$ cat src/rtl/frame_write_ctrl_pkg.sv
// frame_write_ctrl_pkg
// Shared definitions for the frame-buffer write controller and the display
// side that reads the same buffer: state encoding, default frame geometry,
// write-port widths and a counter-width helper.
// No ports (package).

package frame_write_ctrl_pkg;

  // Default stored frame geometry (display side reads the same constants)
  localparam int unsigned FWC_WIDTH_DEF  = 320;
  localparam int unsigned FWC_HEIGHT_DEF = 240;

  // Frame-buffer write port widths
  localparam int unsigned FWC_ADDR_W = 17;
  localparam int unsigned FWC_DATA_W = 24;

  // Controller state encoding
  localparam logic [1:0] ST_IDLE  = 2'd0;
  localparam logic [1:0] ST_WRITE = 2'd1;
  localparam logic [1:0] ST_DROP  = 2'd2;
  localparam logic [1:0] ST_DONE  = 2'd3;

  typedef enum logic [1:0] {
    FWC_IDLE  = ST_IDLE,
    FWC_WRITE = ST_WRITE,
    FWC_DROP  = ST_DROP,
    FWC_DONE  = ST_DONE
  } fwc_state_e;

  // Bits needed to count 0..n-1, never less than one
  function automatic int unsigned fwc_bits(input int unsigned n);
    return (n > 1) ? $clog2(n) : 1;
  endfunction

endpackage

$ cat src/rtl/frame_write_addr_gen.sv
// frame_write_addr_gen
// Column / row / write-address counters for the frame write controller.
// A beat flagged sof_i is evaluated from the frame origin, so one control
// cycle both restarts the frame and advances past its first pixel.
// Ports:
//   clk_i, rst_i        clock, synchronous active-high reset
//   clr_i               return all counters to zero
//   sof_i               current beat starts a frame (count from origin)
//   inc_i               advance one column
//   line_i              advance to column 0 of the next row
//   store_i             current beat is stored (address advances)
//   col_o/row_o/addr_o  registered input position and next write address

module frame_write_addr_gen #(
  parameter int unsigned CW = 9,
  parameter int unsigned RW = 8,
  parameter int unsigned AW = 17
) (
  input  logic          clk_i,
  input  logic          rst_i,
  input  logic          clr_i,
  input  logic          sof_i,
  input  logic          inc_i,
  input  logic          line_i,
  input  logic          store_i,
  output logic [CW-1:0] col_o,
  output logic [RW-1:0] row_o,
  output logic [AW-1:0] addr_o
);

  logic [CW-1:0] col_q, col_d, base_col;
  logic [RW-1:0] row_q, row_d, base_row;
  logic [AW-1:0] addr_q, addr_d, base_addr;

  // Position the current beat is evaluated at
  assign base_col  = sof_i ? '0 : col_q;
  assign base_row  = sof_i ? '0 : row_q;
  assign base_addr = sof_i ? '0 : addr_q;

  // Counter next-state
  always_comb begin
    col_d  = col_q;
    row_d  = row_q;
    addr_d = addr_q;
    if (clr_i) begin
      col_d  = '0;
      row_d  = '0;
      addr_d = '0;
    end else if (inc_i) begin
      col_d  = base_col + CW'(1);
      row_d  = base_row;
      addr_d = base_addr + AW'(store_i);
    end else if (line_i) begin
      col_d  = '0;
      row_d  = base_row + RW'(1);
      addr_d = base_addr + AW'(store_i);
    end
  end

  // Counter registers
  always_ff @(posedge clk_i) begin
    if (rst_i) begin
      col_q  <= '0;
      row_q  <= '0;
      addr_q <= '0;
    end else begin
      col_q  <= col_d;
      row_q  <= row_d;
      addr_q <= addr_d;
    end
  end

  assign col_o  = col_q;
  assign row_o  = row_q;
  assign addr_o = addr_q;

endmodule

$ cat src/rtl/frame_write_ctrl.sv
// frame_write_ctrl
// Accepts a raster pixel stream (SOF / EOL qualified beats) and writes it
// into a WIDTH x HEIGHT frame buffer, checking line geometry and reporting
// completion or corruption with single-cycle pulses.
// Optional feature: define FRAME_WRITE_DOWNSCALE_EN to accept a 2*WIDTH x
// 2*HEIGHT input and store only even columns of even lines.
// Ports:
//   piul1Clock, piul1Reset      clock, synchronous active-high reset
//   piul1Valid / poul1Ready     beat handshake
//   piul1StartOfFrame           beat is the first pixel of a frame
//   piul1EndOfLine              beat is the last pixel of a line
//   piul24Data                  RGB888 pixel, R in [23:16]
//   poul1WriteEnable, poul17WriteAddress, poul24WriteData
//                               registered frame-buffer write port
//   poul1FrameDone, poul1FrameError  single-cycle status pulses

module frame_write_ctrl
  import frame_write_ctrl_pkg::*;
#(
  parameter int unsigned WIDTH  = FWC_WIDTH_DEF,
  parameter int unsigned HEIGHT = FWC_HEIGHT_DEF
) (
  input  logic        piul1Clock,
  input  logic        piul1Reset,
  input  logic        piul1Valid,
  output logic        poul1Ready,
  input  logic        piul1StartOfFrame,
  input  logic        piul1EndOfLine,
  input  logic [23:0] piul24Data,
  output logic        poul1WriteEnable,
  output logic [16:0] poul17WriteAddress,
  output logic [23:0] poul24WriteData,
  output logic        poul1FrameDone,
  output logic        poul1FrameError
);

`ifdef FRAME_WRITE_DOWNSCALE_EN
  localparam int unsigned SCALE = 2;
`else
  localparam int unsigned SCALE = 1;
`endif
  localparam int unsigned IN_W = WIDTH * SCALE;
  localparam int unsigned IN_H = HEIGHT * SCALE;
  localparam int unsigned CW   = fwc_bits(IN_W);
  localparam int unsigned RW   = fwc_bits(IN_H);
  localparam int unsigned AW   = FWC_ADDR_W;
  localparam int unsigned DW   = FWC_DATA_W;

  logic [1:0]    state_q, state_d;
  logic          we_q, we_d;
  logic [AW-1:0] waddr_q, waddr_d;
  logic [DW-1:0] wdata_q, wdata_d;
  logic          done_q, done_d;
  logic          err_q, err_d;
  logic          ready_q, ready_d;

  logic [CW-1:0] col, eff_col;
  logic [RW-1:0] row, eff_row;
  logic [AW-1:0] addr, eff_addr;
  logic          ag_clr, ag_inc, ag_line;
  logic          accept, take, last_col, last_row, line_ok, store;

  frame_write_addr_gen #(
    .CW (CW),
    .RW (RW),
    .AW (AW)
  ) u_addr_gen (
    .clk_i   (piul1Clock),
    .rst_i   (piul1Reset),
    .clr_i   (ag_clr),
    .sof_i   (piul1StartOfFrame),
    .inc_i   (ag_inc),
    .line_i  (ag_line),
    .store_i (store),
    .col_o   (col),
    .row_o   (row),
    .addr_o  (addr)
  );

  // An SOF beat is always judged as the origin pixel, even mid-frame
  assign eff_col  = piul1StartOfFrame ? '0 : col;
  assign eff_row  = piul1StartOfFrame ? '0 : row;
  assign eff_addr = piul1StartOfFrame ? '0 : addr;

  assign accept   = piul1Valid && ready_q;
  // Only SOF beats matter outside WRITE; everything else is swallowed
  assign take     = accept && (piul1StartOfFrame || (state_q == ST_WRITE));
  assign last_col = (eff_col == CW'(IN_W - 1));
  assign last_row = (eff_row == RW'(IN_H - 1));
  assign line_ok  = (piul1EndOfLine == last_col);

`ifdef FRAME_WRITE_DOWNSCALE_EN
  assign store = ~eff_col[0] & ~eff_row[0];
`else
  assign store = 1'b1;
`endif

  // Next-state and registered-output logic
  always_comb begin
    state_d = state_q;
    we_d    = 1'b0;
    waddr_d = waddr_q;
    wdata_d = wdata_q;
    done_d  = 1'b0;
    err_d   = 1'b0;
    ag_clr  = 1'b0;
    ag_inc  = 1'b0;
    ag_line = 1'b0;
    case (state_q)
      ST_DONE: begin
        state_d = ST_IDLE;
        done_d  = 1'b1;
      end
      default: begin
        if (take) begin
          err_d = piul1StartOfFrame && (state_q == ST_WRITE);
          if (!line_ok) begin
            err_d   = 1'b1;
            state_d = ST_DROP;
          end else begin
            we_d = store;
            if (store) begin
              waddr_d = eff_addr;
              wdata_d = piul24Data;
            end
            if (piul1EndOfLine && last_row) begin
              state_d = ST_DONE;
              ag_clr  = 1'b1;
            end else begin
              state_d = ST_WRITE;
              ag_line = piul1EndOfLine;
              ag_inc  = ~piul1EndOfLine;
            end
          end
        end
      end
    endcase
    ready_d = (state_d != ST_DONE);
  end

  // State and output registers
  always_ff @(posedge piul1Clock) begin
    if (piul1Reset) begin
      state_q <= ST_IDLE;
      we_q    <= 1'b0;
      waddr_q <= '0;
      wdata_q <= '0;
      done_q  <= 1'b0;
      err_q   <= 1'b0;
      ready_q <= 1'b0;
    end else begin
      state_q <= state_d;
      we_q    <= we_d;
      waddr_q <= waddr_d;
      wdata_q <= wdata_d;
      done_q  <= done_d;
      err_q   <= err_d;
      ready_q <= ready_d;
    end
  end

  assign poul1Ready         = ready_q;
  assign poul1WriteEnable   = we_q;
  assign poul17WriteAddress = waddr_q;
  assign poul24WriteData    = wdata_q;
  assign poul1FrameDone     = done_q;
  assign poul1FrameError    = err_q;

endmodule
$ cat config.mk
export PLATFORM = sky130hd
export DESIGN_NAME = frame_write_ctrl
export DESIGN_NICKNAME = d
export VERILOG_FILES = /design/src/rtl/frame_write_ctrl_pkg.sv /design/src/rtl/frame_write_addr_gen.sv /design/src/rtl/frame_write_ctrl.sv
export SDC_FILE = /design/constraint.sdc
export NUM_CORES = 1
export LEC_CHECK = 0
export ABC_AREA = 1
export CAP_MARGIN = 20
export CORE_MARGIN = 4
export CORE_UTILIZATION = 47
export DETAILED_ROUTE_END_ITERATION = 8
export GPL_TIMING_DRIVEN = 0
export PLACE_DENSITY_LB_ADDON = 0.1
export SLEW_MARGIN = 20
export SYNTH_ARGS = -nofsm -noshare
export SYNTH_HDL_FRONTEND = slang
export SYNTH_SLANG_ARGS = --single-unit
$ cat constraint.sdc
create_clock -name piul1Clock -period 2.4 [get_ports piul1Clock]
set_input_delay 0.36 -clock piul1Clock [delete_from_list [all_inputs] [get_ports piul1Clock]]
set_output_delay 0.36 -clock piul1Clock [all_outputs]
set_load 0.005 [all_outputs]
Yosys cells after proc, flatten, opt, wreduce, memory -nomap -nowiden
Index checks and enable logic that the tools add are counted.
Widths: inputs -> output; s select.

storage, ports and cells
  bits in registers = 81
  bits in latches = 0
  memory bits (writable) = 0
  ROM bits = 0
  word-level logic and storage cells = 59
  memories = 0

cells by class
  add/subtract/negate cells = 3
  $mul = 0
  div/mod/pow operators = 0
  magnitude comparators = 0
  equal/unequal tests = 6
  shift-type cells = 0
  mux-type cells = 28
  bitwise operators = 3
  reduce and logical (&&, ||, !) cells = 9

operators by type and width
  operator               number
  $mux 17                3
  $mux 9                 3
  $mux 8                 3
  $add 17x1->17 const B  1
  $mux 1                 15
  $add 9x1->9 const B    1
  $eq 9x9->1 const B     1
  $add 8x1->8 const B    1
  $eq 8x8->1 const B     1
  $mux 2                 4
  $logic_and 1x1->1      4
  $not 1->1              3
  $reduce_and 3->1       1
  $reduce_or 3->1        1
  $eq 2x1->1 const B     1
  $eq 2x2->1 const B     1
  $ne 2x2->1 const B     1
  $reduce_bool 2->1      1
  $reduce_or 2->1        1
  $eq 1x1->1             1
  $logic_or 1x1->1       1

Longest topological paths before layout
Gate-level depths: netlist of run 1.

  word-level depth = 9
  mapped depth = 20
  gate-level depth less buffers = 17

By module
A second synthesis of run 1 with hierarchy kept.

unflattened totals
  cells, all modules = 557
  area total of the unflattened synthesis = 4006.3 µm²

by module, submodules not included
  module                instances  cells an instance  area each (µm²)  sequential area each (µm²)
  frame_write_addr_gen  1          306                2063.2           680.7
  frame_write_ctrl      1          251                1943.1           940.9

Worst setup path after synthesis of run 1
OpenSTA, ideal clock, no wires.

  path type = input to register
  from = input piul1StartOfFrame
  to = register u_addr_gen.addr_q[8] (netlist: u_addr_gen.addr_o[8])
  data arrival time = 2.446 ns
  setup slack = -0.162 ns
  stages on the path = 19
  path buffers = 3
  cells stage by stage = buf_6 -> clkbuf_1 -> nor2_1 -> ha_1 -> nand3_1 -> inv_1 -> nand2_1 -> nor2_1 -> nand2_1 -> ha_1 -> inv_1 -> nand2_4 -> inv_4 -> nand2_4 -> nand2_4 -> inv_2 -> buf_4 -> nor2_1 -> nor2_1

between the ends
  longest elaborated chain between the ends = 8

RTL lines
  element                                                RTL line                    source
  start, declared                                        frame_write_ctrl.sv:27      input logic piul1StartOfFrame,
  branches (longest 8 deep; another with $add 17x1->17)  n/a
  end signal, assigned                                   frame_write_addr_gen.sv:69  addr_q <= addr_d;
  end, declared                                          frame_write_addr_gen.sv:33  logic [AW-1:0] addr_q, addr_d, base_addr;

Parallel ways; which one is timed is not known. The select of a mux whose other input is x is not followed.
A chain may end at the register's enable or synchronous reset.

Worst setup path after layout of run 1
  from = register u_addr_gen.col_q[1] (netlist: u_addr_gen.col_o[1])
  to = register u_addr_gen.addr_q[1] (netlist: u_addr_gen.addr_o[1])

between the ends
  longest elaborated chain between the ends = 7

RTL lines
  element                                RTL line                    source
  start, declared                        frame_write_addr_gen.sv:31  logic [CW-1:0] col_q, col_d, base_col;
  start signal, assigned                 frame_write_addr_gen.sv:67  col_q <= col_d;
  $mux 9 *                               frame_write_ctrl.sv:81      assign eff_col = piul1StartOfFrame ? '0 : col;
  $eq 9x9->1 *                           frame_write_ctrl.sv:88      assign last_col = (eff_col == CW'(IN_W - 1));
  $eq 1x1->1 *                           frame_write_ctrl.sv:90      assign line_ok = (piul1EndOfLine == last_col);
  $mux 1                                 frame_write_ctrl.sv:117     if (!line_ok) begin
  $mux 1                                 frame_write_ctrl.sv:115     if (take) begin
  $mux 1                                 frame_write_ctrl.sv:109     case (state_q)
  $mux 17, or another cell as far along  frame_write_addr_gen.sv:49  end else if (inc_i) begin

Mark *: on every way between the ends. The rest lies on a longest branch, timed or not.

==> summary.txt, run 1 <==
Routing
  • Top sig layer: met4
  • Detail Route met2 WL: 5460 µm
  • Vias per cell: 5.11
  • Vias: just over 4k
  • 1st-pass router iterations: 5
  • Detail Route Antenna Nets: 0
  • Average wire per standard cell: around 14 µm
  • M1 WL: between 4000 and 5000 µm
  • DRC viols: 0
  • Routed Wire Length: around 11000 µm
  • Number of DRC markers in iteration 0: roughly 240
  • Metal3 WL: around 440 µm

Layout
  • Area of the multi-input gates: 2070 µm²
  • Area grow syn2layout: 35.1%
  • Final net count: 718
  • Layout cells sized above 1: ~13%
  • Final Util: 65.2%
  • Diode count: 0
  • Reg area: 1620 µm²
  • Fill count: 740

Synthesis
  • Sequential-to-total area share from yosys stat: ~41%
  • Mapped Cells: ~590
  • Synth Area per Inst: ~6.7 µm²
  • Post-synthesis mux area share: 0%
  • Top_reg_cell synth: dfxtp_1
  • Most frequent cell after synthesis: nand2_1
  • Synth Area in Adders: ~1.3%
  • Yosys top cell by area: dfxtp_1
  • Synth top area share: 41.1%
  • Top post-synthesis cells by area: dfxtp_1 41%, nand2_1 16%, a21oi_1 7.5%
  • Syn. warnings: 0
  • Synth Cell Area: about 3900 µm²
  • #FFs+latches synth: between 80 and 90
  • Largest family of logic cells by synthesized area: simple AND/OR/NAND/NOR gates
  • Post-synth ARST share: 0%
  • Post-synth EDFFs: 0
  • Post-Synth Simple-Gate Area: around 34%
  • Synth unique cells: 31
  • Synth cell count leaders: 163 x nand2_1, 81 x dfxtp_1, 76 x nor2_1, 59 x a21oi_1, 51 x nand3_1
  • Compound-Gate Fraction of Synth Area: about an eighth
  • Synth Area in XOR/XNOR: approximately 2.4%
  • Syn nets: between 600 and 700

Timing
  • Slew HR: between 60% and 70%
  • Crit path time final: about 2.3 ns
  • Setup total negative slack: 0 ns
  • Final setup vio count: 0
  • Worst-margin pin slew: roughly 0.47 ns
  • Final hold violation count: 0
  • Worst Slack Setup Final: a little under 0.09 ns
  • Pins Over Slew Limit: 0
  • Hold slack: 0.416 ns
  • Skew final: approximately 0.013 ns
  • Fmax: between 400 and 500 MHz
  • Tcrit/Tclk final: 96.3%

Place
  • I/O Buffers: about 70
  • RD Place Congestion: between 0.8 and 0.9
  • DP Wirelength: between 7000 and 8000 µm
  • Dpl ws: -0.584 ns

Setup path
  • Max FO, Critical Path: 6
  • Critical R2R Capture: u_addr_gen.addr_o[1]
  • Setup Crit Path Kind: reg2reg
  • CP arrival: between 2 and 3 ns
  • Setup crit end kind: register
  • R2r startpoint: u_addr_gen.col_o[1]
  • WP data required: 2.66 ns
  • Startpoint Class: register
  • CP Capture Point: u_addr_gen.addr_o[1]
  • R2r setup slk: roughly 0.088 ns
  • Reg2reg path depth: 17
  • Crit path from: u_addr_gen.col_o[1]

Pwr
  • Pwr Density: 515 nW/µm²
  • IR drop worst, VDD: approximately 390 µV
  • Leakage power: roughly 2.2 nW

CTS
  • Clk Latency, worst-skew pair: 0.36 ns
  • CTS clk-pin slew, worst paths: roughly 0.09 ns
  • # hold bufs at CTS: 0
  • TritonCTS Buffers: 9
  • H-tree Lvls: 3
  • CTS tree: done
  • Clock root buffer: clkbuf_8
  • Clk buf depth: 2
  • CTS sink cnt: about 80

Flow run
  • # Max-Cap Violations: 0

Floorplan
  • Die area: roughly 10000 µm²
  • Row count: 33
  • Core ar.: approximately 8200 µm²
  • Initial Util: about half
  • Ports: between 70 and 80
  • Die Wd: 99.6 µm
  • Die H: around 100 µm

Global route
  • Number of global-route vias before repair: 3684
  • Remaining Overflow, GRT: 0
  • Antenna violations before repair: 0
  • First-pass GRT wire length: roughly 17000 µm
  • Largest net degree at the start of global routing: 16
  • All-Layer GR Usage: between 20% and 30%

Outcome
  • Status: finished, final reports clean

Hold path
  • Class of the worst hold path: in2reg
==> per-stage QoR <==
step	power, mW	std cells	instance area, µm²
finish	2.75	795	5330
global route	2.86	795	5330
CTS	2.74	784	5120
detailed placement	1.68	762	4830
global placement	1.68	762	4830
floorplan	1.56	586	3990
==> cell families (layout without fill, tap and decap cells) <==
group	after synthesis	in the layout
AO/OA/AOI/OAI	96	96
XOR/XNOR	11	11
adder cells (fa/ha/maj)	4	4
buffers and inverters	82	186
flip-flops	81	81
AND/OR/NAND/NOR	312	312
==> placed cells by master (no fill, tap or decap), types with 11 or more instances in the layout <==
master / instances
nand2_1: 161
dfxtp_1: 79
clkdlybuf4s50_1: 71
nor2_1: 68
a21oi_1: 59
nand3_1: 50
inv_1: 48
o21ai_0: 19
buf_4: 18
clkbuf_8: 11
nor2_2: 11
o21ai_1: 11
==> critical path, stage by stage, from the launching register on <==
cell      delay, ns
dfxtp_2        0.34
inv_1          0.05
nor2_2         0.12
ha_2           0.22
nand3_4        0.09
inv_4          0.08
nand2_4        0.06
nor2_4         0.13
nand2_2        0.07
ha_4           0.29
inv_4          0.05
nand2_8        0.09
clkinv_8       0.08
nand2_8        0.09
nand2_8        0.09
buf_6          0.14
o21ai_0        0.16
nor2_1         0.05
==> repair_timing <==
item,4_1_cts,5_1_grt
hold endpoints to repair,0,0
cloned,0,1
endpoints found under the setup margin,56,74
resized for setup,8,39
setup buffers,6,11
pin swaps,4,5
==> state kept, by name (all words and copies together) (netlist names) <==
name / count
poul1FrameError: 1
u_addr_gen.addr_o: 17
u_addr_gen.row_o: 8
state_q: 2
u_addr_gen.col_o: 9
poul1FrameDone: 1
poul17WriteAddress: 17
poul1Ready: 1
poul24WriteData: 24
poul1WriteEnable: 1
==> how the worst min path moves through the flow <==
| stage | depth (start not counted) | start | slack [ns] | endpoint |
|---|---|---|---|---|
| 2_1_floorplan | 2 | u_addr_gen.col_o[1] | 0.46 | u_addr_gen.col_o[1] |
| 3_3_place_gp | 2 | poul24WriteData[12] | 0.45 | poul24WriteData[12] |
| 3_5_place_dp | 2 | poul17WriteAddress[1] | 0.46 | poul17WriteAddress[1] |
| 4_1_cts | 2 | piul1Reset | 0.42 | poul24WriteData[0] |
| 5_1_grt | 2 | piul1Reset | 0.44 | poul24WriteData[0] |
| 6_report | 2 | piul1Reset | 0.42 | poul24WriteData[0] |
==> where the power goes <==
part / internal (mW) / total [mW] / switching (mW)
combinational: 0.136 / 0.285 / 0.149
sequential: 1.38 / 1.40 / 0.0212
clock: 0.524 / 1.06 / 0.539
==> cell type report <==
cell class | count | share of cell area [%]
clock inverters | 6 | 1.36
plain buffers | 27 | 3.50
repair buffers | 89 | 16.3
inverters | 54 | 4.46
clock buffers | 10 | 2.58
multi-input cells | 423 | 38.9
flip-flops and latches | 81 | 30.5
well taps | 105 | 2.47
==> layer usage <==
layer | up-vias | global-route usage (%)
met5 | - | 0
met2 | 87 | 36.7
li1 | 2069 | -
met1 | 1885 | 27.9
met4 | 0 | 6.09
met3 | 19 | 4.42
Power figures use the tool's default switching activity.
==> run 2: changes to the inputs <==
--- a/config.mk
+++ b/config.mk
@@ -12,6 +12,7 @@
 export DETAILED_ROUTE_END_ITERATION = 8
 export GPL_TIMING_DRIVEN = 0
 export PLACE_DENSITY_LB_ADDON = 0.1
+export SKIP_LAST_GASP = 1
 export SLEW_MARGIN = 20
 export SYNTH_ARGS = -nofsm -noshare
 export SYNTH_HDL_FRONTEND = slang
==> results of run 2 <==
Final layout, timing and power as in run 1 (identical DEF).
